`config.mk`:
```
export PLATFORM = sky130hd
export DESIGN_NAME = ahb_resp_mux
export DESIGN_NICKNAME = d
export VERILOG_FILES = /design/src/rtl/ahb_resp_mux.sv
export SDC_FILE = /design/constraint.sdc
export NUM_CORES = 1
export LEC_CHECK = 0
export BUFFER_PORTS_ARGS = -buffer_cell sky130_fd_sc_hd__buf_4
export CAP_MARGIN = 25
export CORE_ASPECT_RATIO = 0.8
export CORE_MARGIN = 8
export CORE_UTILIZATION = 28
export DETAILED_ROUTE_END_ITERATION = 10
export PLACE_DENSITY = 0.89
export SLEW_MARGIN = 20
export SYNTH_ARGS = -nofsm -noshare
export SYNTH_HDL_FRONTEND = slang
export SYNTH_SLANG_ARGS = --single-unit
```
`constraint.sdc`:
```
create_clock -name hclk -period 1.7 [get_ports hclk]
set_clock_uncertainty 0.1 [all_clocks]
set_input_delay 0.17 -clock hclk [delete_from_list [all_inputs] [get_ports hclk]]
set_output_delay 0.17 -clock hclk [all_outputs]
set_load 0.02 [all_outputs]
```
`src/rtl/ahb_resp_mux.sv`:
```
// AHB-Lite slave-to-master response multiplexer with a built-in default slave.
// Address-phase HSEL is registered into a one-hot data-phase select that steers HRDATA/HREADY/HRESP.
module ahb_resp_mux #(
  parameter int NUM_SLAVES = 3,
  parameter int DATA_WIDTH = 32
) (
  input  logic                             hclk,
  input  logic                             hreset,
  input  logic [NUM_SLAVES-1:0]            hsel,
  input  logic [1:0]                       htrans,
  input  logic [NUM_SLAVES*DATA_WIDTH-1:0] hrdata_s,
  input  logic [NUM_SLAVES-1:0]            hreadyout_s,
  input  logic [NUM_SLAVES-1:0]            hresp_s,
  output logic [DATA_WIDTH-1:0]            hrdata,
  output logic                             hready,
  output logic                             hresp,
  output logic                             multi_sel_err
);

  localparam logic [1:0] HT_NONSEQ = 2'b10;
  localparam logic [1:0] HT_SEQ    = 2'b11;

  typedef enum logic [1:0] {
    DEF_IDLE = 2'd0,
    DEF_ERR1 = 2'd1,
    DEF_ERR2 = 2'd2
  } def_state_t;

  def_state_t              def_state;
  def_state_t              def_state_nxt;
  logic [NUM_SLAVES:0]     dsel;
  logic [NUM_SLAVES:0]     dsel_nxt;
  logic                    sel_none;
  logic                    sel_multi;
  logic                    sel_seen;
  logic                    xfer_active;
  logic                    def_err_start;
  logic                    def_ready;
  logic                    def_resp;

  // Decode the address-phase select: none, exactly one, or more than one bit set.
  always_comb begin
    sel_seen  = 1'b0;
    sel_multi = 1'b0;
    for (int i = 0; i < NUM_SLAVES; i++) begin
      sel_multi = sel_multi | (sel_seen & hsel[i]);
      sel_seen  = sel_seen | hsel[i];
    end
    sel_none = ~sel_seen;
  end

  assign xfer_active   = (htrans == HT_NONSEQ) || (htrans == HT_SEQ);
  // A multi-select is an ERROR regardless of htrans.
  assign def_err_start = sel_multi | (sel_none & xfer_active);

  always_comb begin
    dsel_nxt = '0;
    if (sel_none || sel_multi) dsel_nxt[NUM_SLAVES] = 1'b1;
    else                       dsel_nxt[NUM_SLAVES-1:0] = hsel;
  end

  always_ff @(posedge hclk) begin
    if (hreset) begin
      dsel          <= '0;
      dsel[NUM_SLAVES] <= 1'b1;
      multi_sel_err <= 1'b0;
    end else begin
      if (hready) dsel <= dsel_nxt;
      multi_sel_err <= hready & sel_multi;
    end
  end

  // Default slave: two-cycle ERROR (wait+ERROR, then ready+ERROR).
  always_ff @(posedge hclk) begin
    if (hreset) def_state <= DEF_IDLE;
    else        def_state <= def_state_nxt;
  end

  always_comb begin
    def_state_nxt = def_state;
    case (def_state)
      DEF_IDLE, DEF_ERR2: def_state_nxt = (hready && def_err_start) ? DEF_ERR1 : DEF_IDLE;
      DEF_ERR1:           def_state_nxt = DEF_ERR2;
      default:            def_state_nxt = DEF_IDLE;
    endcase
  end

  assign def_ready = (def_state != DEF_ERR1);
  assign def_resp  = (def_state != DEF_IDLE);

  // dsel is one-hot, so an AND-OR mux suffices.
  always_comb begin
    hrdata = '0;
    hready = 1'b0;
    hresp  = 1'b0;
    for (int i = 0; i < NUM_SLAVES; i++) begin
      if (dsel[i]) begin
        hrdata = hrdata | hrdata_s[i*DATA_WIDTH +: DATA_WIDTH];
        hready = hready | hreadyout_s[i];
        hresp  = hresp | hresp_s[i];
      end
    end
    if (dsel[NUM_SLAVES]) begin
      hready = hready | def_ready;
      hresp  = hresp | def_resp;
    end
  end

endmodule
```
==> impl_metrics.env, run 1 <==
export IMPL_ir_drop_mv=0.468
export IMPL_fp_dieH_um=66.0
export IMPL_viasPerCell=5.13
export IMPL_r2r_start="dsel[0]"
export IMPL_clock_path_buffers=2
export IMPL_utilization_pct=67.8
export IMPL_yosys_area_top_type_share_pct=39.0
export IMPL_antenna_found_initial=0
export IMPL_p_leak_nw=1.28
export IMPL_cts_tree="done"
export IMPL_cts_buffers=3
export IMPL_globalRouteOverflowTotal=0
export IMPL_grt_pass1_vias=1578
export IMPL_clock_latency_ps=220
export IMPL_dpl_hpwl_mm=4.27
export IMPL_start_kind="flop"
export IMPL_slowest_stage="a222oi_1"
export IMPL_io_buffers=142
export IMPL_timing_final_crit_share_pct=98.2
export IMPL_synth_warnings=0
export IMPL_setup_worst_path_end_class="output pin"
export IMPL_avgRoutedWirePerCell_um=17.3
export IMPL_initial_utilization_pct=28.7
export IMPL_fmax_mhz=599
export IMPL_grt_max_degree=25
export IMPL_maxCapViolCount=0
export IMPL_core_area_um2=3040
export IMPL_hold_buffers=0
export IMPL_final_antenna_net_count=0
export IMPL_powerDensity_nw_per_um2=530
export IMPL_drtIter0Drc=191
export IMPL_setup_viol=0
export IMPL_fp_row_count=18
export IMPL_p_total_mw=1.09
export IMPL_cts_max_level=1
export IMPL_status="finished, final reports clean"
export IMPL_crit_chain="a222oi_1 -> a21boi_4 -> inv_2 -> buf_6"
export IMPL_finalHoldViolCount=0
export IMPL_slew_headroom_pct=74.4
export IMPL_ios=144
export IMPL_instances_no_fill=299
export IMPL_fill_cells=274
export IMPL_synth_nets=226
export IMPL_dr_pass1_iters=10
export IMPL_hp_class="input pin to flop"
export IMPL_required_ps=1430
export IMPL_yosysSeqAreaShare_pct=16.0
export IMPL_worstPathArrival_ps=1400
export IMPL_worstHoldStart="hreset"
export IMPL_synth_cell_types=26
export IMPL_drive_above_1_share_pct=61.0
export IMPL_finalMaxSlewViolations=0
export IMPL_synth_seq_cells=7
export IMPL_yosysTopAreaCell="a222oi_1"
export IMPL_vias=1535
export IMPL_place_gp_congestion=0.913
export IMPL_setup_slack_ps=30.3
export IMPL_syn_to_final_growth_pct=136
export IMPL_cp_max_fo=3
export IMPL_drt_wl_total_mm=5.17
export IMPL_grt_pass1_wl_mm=7.74
export IMPL_worst_slew_pin_transition_ps=375
export IMPL_synth_area_top_cells="a222oi_1 (39%), dfxtp_1 (16%), inv_1 (15%)"
export IMPL_finish_net_count=369
export IMPL_syn_area_um2=873
export IMPL_path_class="flop to output pin"
export IMPL_post_route_min_period_ps=1670
export IMPL_dieWidth_um=78.4
export IMPL_avgSynthCellArea_um2=7.46
export IMPL_placedCellCount=293
export IMPL_dieArea_um2=5170
export IMPL_cpPeakStageDelay_ps=410
export IMPL_drc=0
export IMPL_syn_instance_count=117
export IMPL_clockRootBuffer="clkbuf_8"
export IMPL_clkSinkCount=7
export IMPL_gr_usage_all_layers_pct=17.8
export IMPL_timing_critical_path_from="dsel[0]"
export IMPL_rsz0062_at_grt="yes"
export IMPL_hold_ws_ps=82.3
export IMPL_pre_cts_ws_ps=201
export IMPL_diodes=0
export IMPL_clk_pin_slew_ps=40
[logic make-up after synthesis]
logic type	Yosys count	synth area share [%]
AO/OA/AOI/OAI	43	48.1
AND/OR/NAND/NOR	13	8.17
XOR/XNOR	1	1.00
flip-flops	7	16.0
buffers and inverters	49	22.1
multiplexers	3	3.44
adder cells (fa/ha/maj)	1	1.15
[area by class of cell]
| cell class | count | area (um^2) | share of cell area (%) |
|---|---|---|---|
| repair buffers | 151 | 1150 | 55.7 |
| multi-input cells | 61 | 541 | 26.2 |
| flip-flops and latches | 7 | 143 | 6.92 |
| inverters | 36 | 135 | 6.55 |
| well taps | 40 | 50.0 | 2.43 |
| clock buffers | 4 | 45.0 | 2.18 |
[cells in the mapped netlist]
master      n
nand2_1     2
o31a_1      1
o21ai_0     1
nor2b_1     1
xor2_1      1
or4_1       1
a211oi_1    2
nand3b_1    1
a22o_1      1
buf_6       1
mux2i_1     3
buf_1       1
maj3_1      1
clkbuf_1   10
a21boi_4    1
nor3b_1     1
dfxtp_1     7
nor2_1      3
nand3_1     1
a222oi_1   34
inv_1      36
nand2b_1    3
a31oi_1     1
a211o_1     1
buf_2       1
a2111oi_0   1
[power by group]
part | internal (mW) | switching (mW) | leakage [nW]
registers | 0.180 | 0.0137 | 0.0584
logic | 0.368 | 0.296 | 1.20
clock network | 0.162 | 0.0731 | 0.0228
total | 0.710 | 0.382 | 1.28
[cells in the final DEF, fill, tap and decap left out, types with 2 or more instances in the layout]
master,count
inv_1,35
nand2b_1,3
nor2_1,3
buf_4,147
nand2_1,2
buf_6,4
mux2i_1,3
clkbuf_8,3
dfxtp_1,5
a211oi_1,2
dfxtp_2,2
a222oi_1,34
[through the flow]
stage | cell area [um^2] | setup TNS, ps
5_1_grt | 2060 | -14.9
4_1_cts | 2050 | 0
2_1_floorplan | 873 | 0
6_report | 2060 | 0
3_3_place_gp | 1980 | 0
3_5_place_dp | 1980 | 0
[sequential cells by signal, summed over array words and instances, names as in the netlist]
name	cells
def_state	2
multi_sel_err	1
dsel	4
[layer usage]
metal | vias to the layer above | routed length [um] | GRT usage, %
li1 | 748 | - | -
met1 | 703 | 1970 | 19.9
met2 | 82 | 2770 | 34.3
met3 | 2 | 409 | 3.94
met4 | 0 | 19 | 2.07
met5 | - | 0 | 0
[worst paths after layout]
kind | depth (start not counted) | endpoint | slack, ps
max reg2reg | 4 | dsel[2] | 200
min reg2reg | 1 | def_state[0] | 380
min | 2 | def_state[1] | 80
max | 4 | hready | 30
[critical path, delay by kind of cell (launching register included)]
kind	cells	cell delay [ps]
compound gates	2	680
flops	1	330
buf+inv	2	170
[timing repair]
item	4_1_cts	5_1_grt
buffers inserted	2	0
setup endpoints to repair	1	7
endpoints found under the hold margin	0	0
pin swaps	1	3
gates cloned	0	0
resized for setup	2	5
No activity file was read; power rests on OpenSTA's default activity.
==> run 2, diff against run 1 <==
PLACE_DENSITY = 0.87   (was 0.89)
==> impl_metrics.env, run 2 (synthesized netlist as in run 1, its figures left out) <==
export IMPL_grt_pass1_wl_mm=7.44
export IMPL_hp_class="input pin to flop"
export IMPL_power_frac_comb_pct=60.8
export IMPL_top_regs="dsel (4), def_state (2), multi_sel_err (1)"
export IMPL_start_kind="flop"
export IMPL_stdcell_area_um2=2050
export IMPL_layout_commonest_cell="buf_4"
export IMPL_vias=1571
export IMPL_dpl_hpwl_mm=4.14
export IMPL_ir_drop_mv=0.552
export IMPL_top_layer_used="met4"
export IMPL_cp_max_fo=3
export IMPL_largest_register_ffs=4
export IMPL_finalHoldViolCount=0
export IMPL_powerDensity_nw_per_um2=533
export IMPL_antenna_found_initial=0
export IMPL_fp_row_count=18
export IMPL_cp_endpoint="hready"
export IMPL_globalRouteOverflowTotal=0
export IMPL_slew_headroom_pct=73.7
export IMPL_cts_buffers=3
export IMPL_maxCapViolCount=0
export IMPL_drive_above_1_share_pct=61.0
export IMPL_r2r_start="dsel[0]"
export IMPL_dieWidth_um=78.4
export IMPL_setup_viol=0
export IMPL_clk_pin_slew_ps=40
export IMPL_drt_wl_total_mm=5.03
export IMPL_hold_buffers=0
export IMPL_ios=144
export IMPL_wl_met1_mm=1.88
export IMPL_rsz0062_at_grt="yes"
export IMPL_utilization_pct=67.4
export IMPL_io_buffers=142
export IMPL_place_gp_congestion=0.842
export IMPL_clockRootBuffer="clkbuf_8"
export IMPL_status="finished, final reports clean"
export IMPL_clock_path_buffers=2
export IMPL_p_leak_nw=1.28
export IMPL_swShare_pct=34.9
export IMPL_fp_dieH_um=66.0
export IMPL_fill_cells=267
export IMPL_dr_wl_met3_um=532
export IMPL_syn_to_final_growth_pct=135
export IMPL_regMostFlops="dsel"
export IMPL_power_switching_mw=0.382
export IMPL_gr_usage_all_layers_pct=17.2
export IMPL_fmax_mhz=607
export IMPL_pwr_share_clk_pct=21.5
export IMPL_grt_pass1_vias=1568
export IMPL_timing_final_crit_share_pct=96.9
export IMPL_dr_pass1_iters=6
export IMPL_worst_slew_pin_transition_ps=394
export IMPL_rr_worst_depth=5
export IMPL_avgRoutedWirePerCell_um=16.8
export IMPL_clkSinkCount=7
export IMPL_cts_tree="done"
export IMPL_worstPathArrival_ps=1380
export IMPL_wl_met2_mm=2.59
export IMPL_drtIter0Drc=161
export IMPL_r2r_setup_slack_ps=100
export IMPL_viasPerCell=5.25
export IMPL_seq_power_share_pct=17.7
export IMPL_p_int_mw=0.710
export IMPL_initial_utilization_pct=28.7
export IMPL_final_antenna_net_count=0
export IMPL_rr_endpoint="dsel[2]"
export IMPL_timing_critical_path_from="dsel[0]"
export IMPL_finish_net_count=369
export IMPL_finalMaxSlewViolations=0
export IMPL_required_ps=1430
export IMPL_dieArea_um2=5170
export IMPL_cts_max_level=1
export IMPL_drc=0
export IMPL_layout_common_cells="buf_4 (150), inv_1 (35), a222oi_1 (34), dfxtp_1 (5)"
export IMPL_diodes=0
export IMPL_grt_max_degree=22
export IMPL_path_class="flop to output pin"
export IMPL_setup_worst_path_end_class="output pin"
export IMPL_p_total_mw=1.09
export IMPL_post_route_min_period_ps=1650
export IMPL_placed_area_um2=1980
export IMPL_core_area_um2=3040
export IMPL_clock_latency_ps=220
==> run 2: cell types whose count changed in the layout (fill, tap and decap cells not counted) <==
cell and delta:
buf_6 -3, buf_4 +3
==> run 2: layout make-up <==
| cell class | count | area [um^2] | share of cell area [%] |
|---|---|---|---|
| repair buffers | 151 | 1140 | 55.5 |
| multi-input cells | 61 | 541 | 26.4 |
| well taps | 40 | 50.0 | 2.44 |
| flip-flops and latches | 7 | 143 | 6.96 |
| clock buffers | 4 | 45.0 | 2.20 |
| inverters | 36 | 135 | 6.59 |
==> run 2: routing by layer <==
metal,up-vias,global-route usage (%)
li1,748,-
met1,729,18.2
met2,92,32.1
met3,2,6.25
met4,0,3.92
met5,-,0
==> run 2: how the worst min path moves through the flow <==
stage | startpoint | endpoint | slack (ps) | cells past startpoint
after floorplan | hsel[0] | dsel[0] | 240 | 2
after global placement | hreset | def_state[1] | 310 | 2
after detailed placement | hreset | dsel[1] | 310 | 2
after CTS | hreset | dsel[1] | 80 | 2
after global routing | hreset | dsel[1] | 90 | 2
final | hreset | dsel[1] | 70 | 2
==> run 2: power by group through the flow <==
stage / clock network, mW / logic, mW / registers, mW
4_1_cts: 0.241 / 0.654 / 0.192
2_1_floorplan: 0 / 0.286 / 0.193
3_3_place_gp: 0 / 0.634 / 0.194
3_5_place_dp: 0 / 0.645 / 0.194
5_1_grt: 0.252 / 0.714 / 0.195
6_report: 0.235 / 0.664 / 0.193
==> run 2: worst max-delay path: stages, from the launching register on <==
cell and delay [ps]:
dfxtp_2 310, a222oi_1 400, a21boi_4 270, inv_2 50
buf_6 120
==> run 2: through the flow <==
| stage | setup slack (ps) | hold slack (ps) | setup TNS, ps | std cells |
|---|---|---|---|---|
| 2_1_floorplan | 178 | 236 | 0 | 117 |
| 3_3_place_gp | 224 | 308 | 0 | 293 |
| 3_5_place_dp | 222 | 310 | 0 | 293 |
| 4_1_cts | 15.9 | 76.5 | 0 | 298 |
| 5_1_grt | -29.1 | 85.6 | -29.1 | 299 |
| 6_report | 51.9 | 74.9 | 0 | 299 |
==> run 2: what timing repair did <==
item,CTS,global route
pin swaps,1,1
buffers inserted,1,1
gates resized for setup,0,4
setup endpoints to repair,1,1
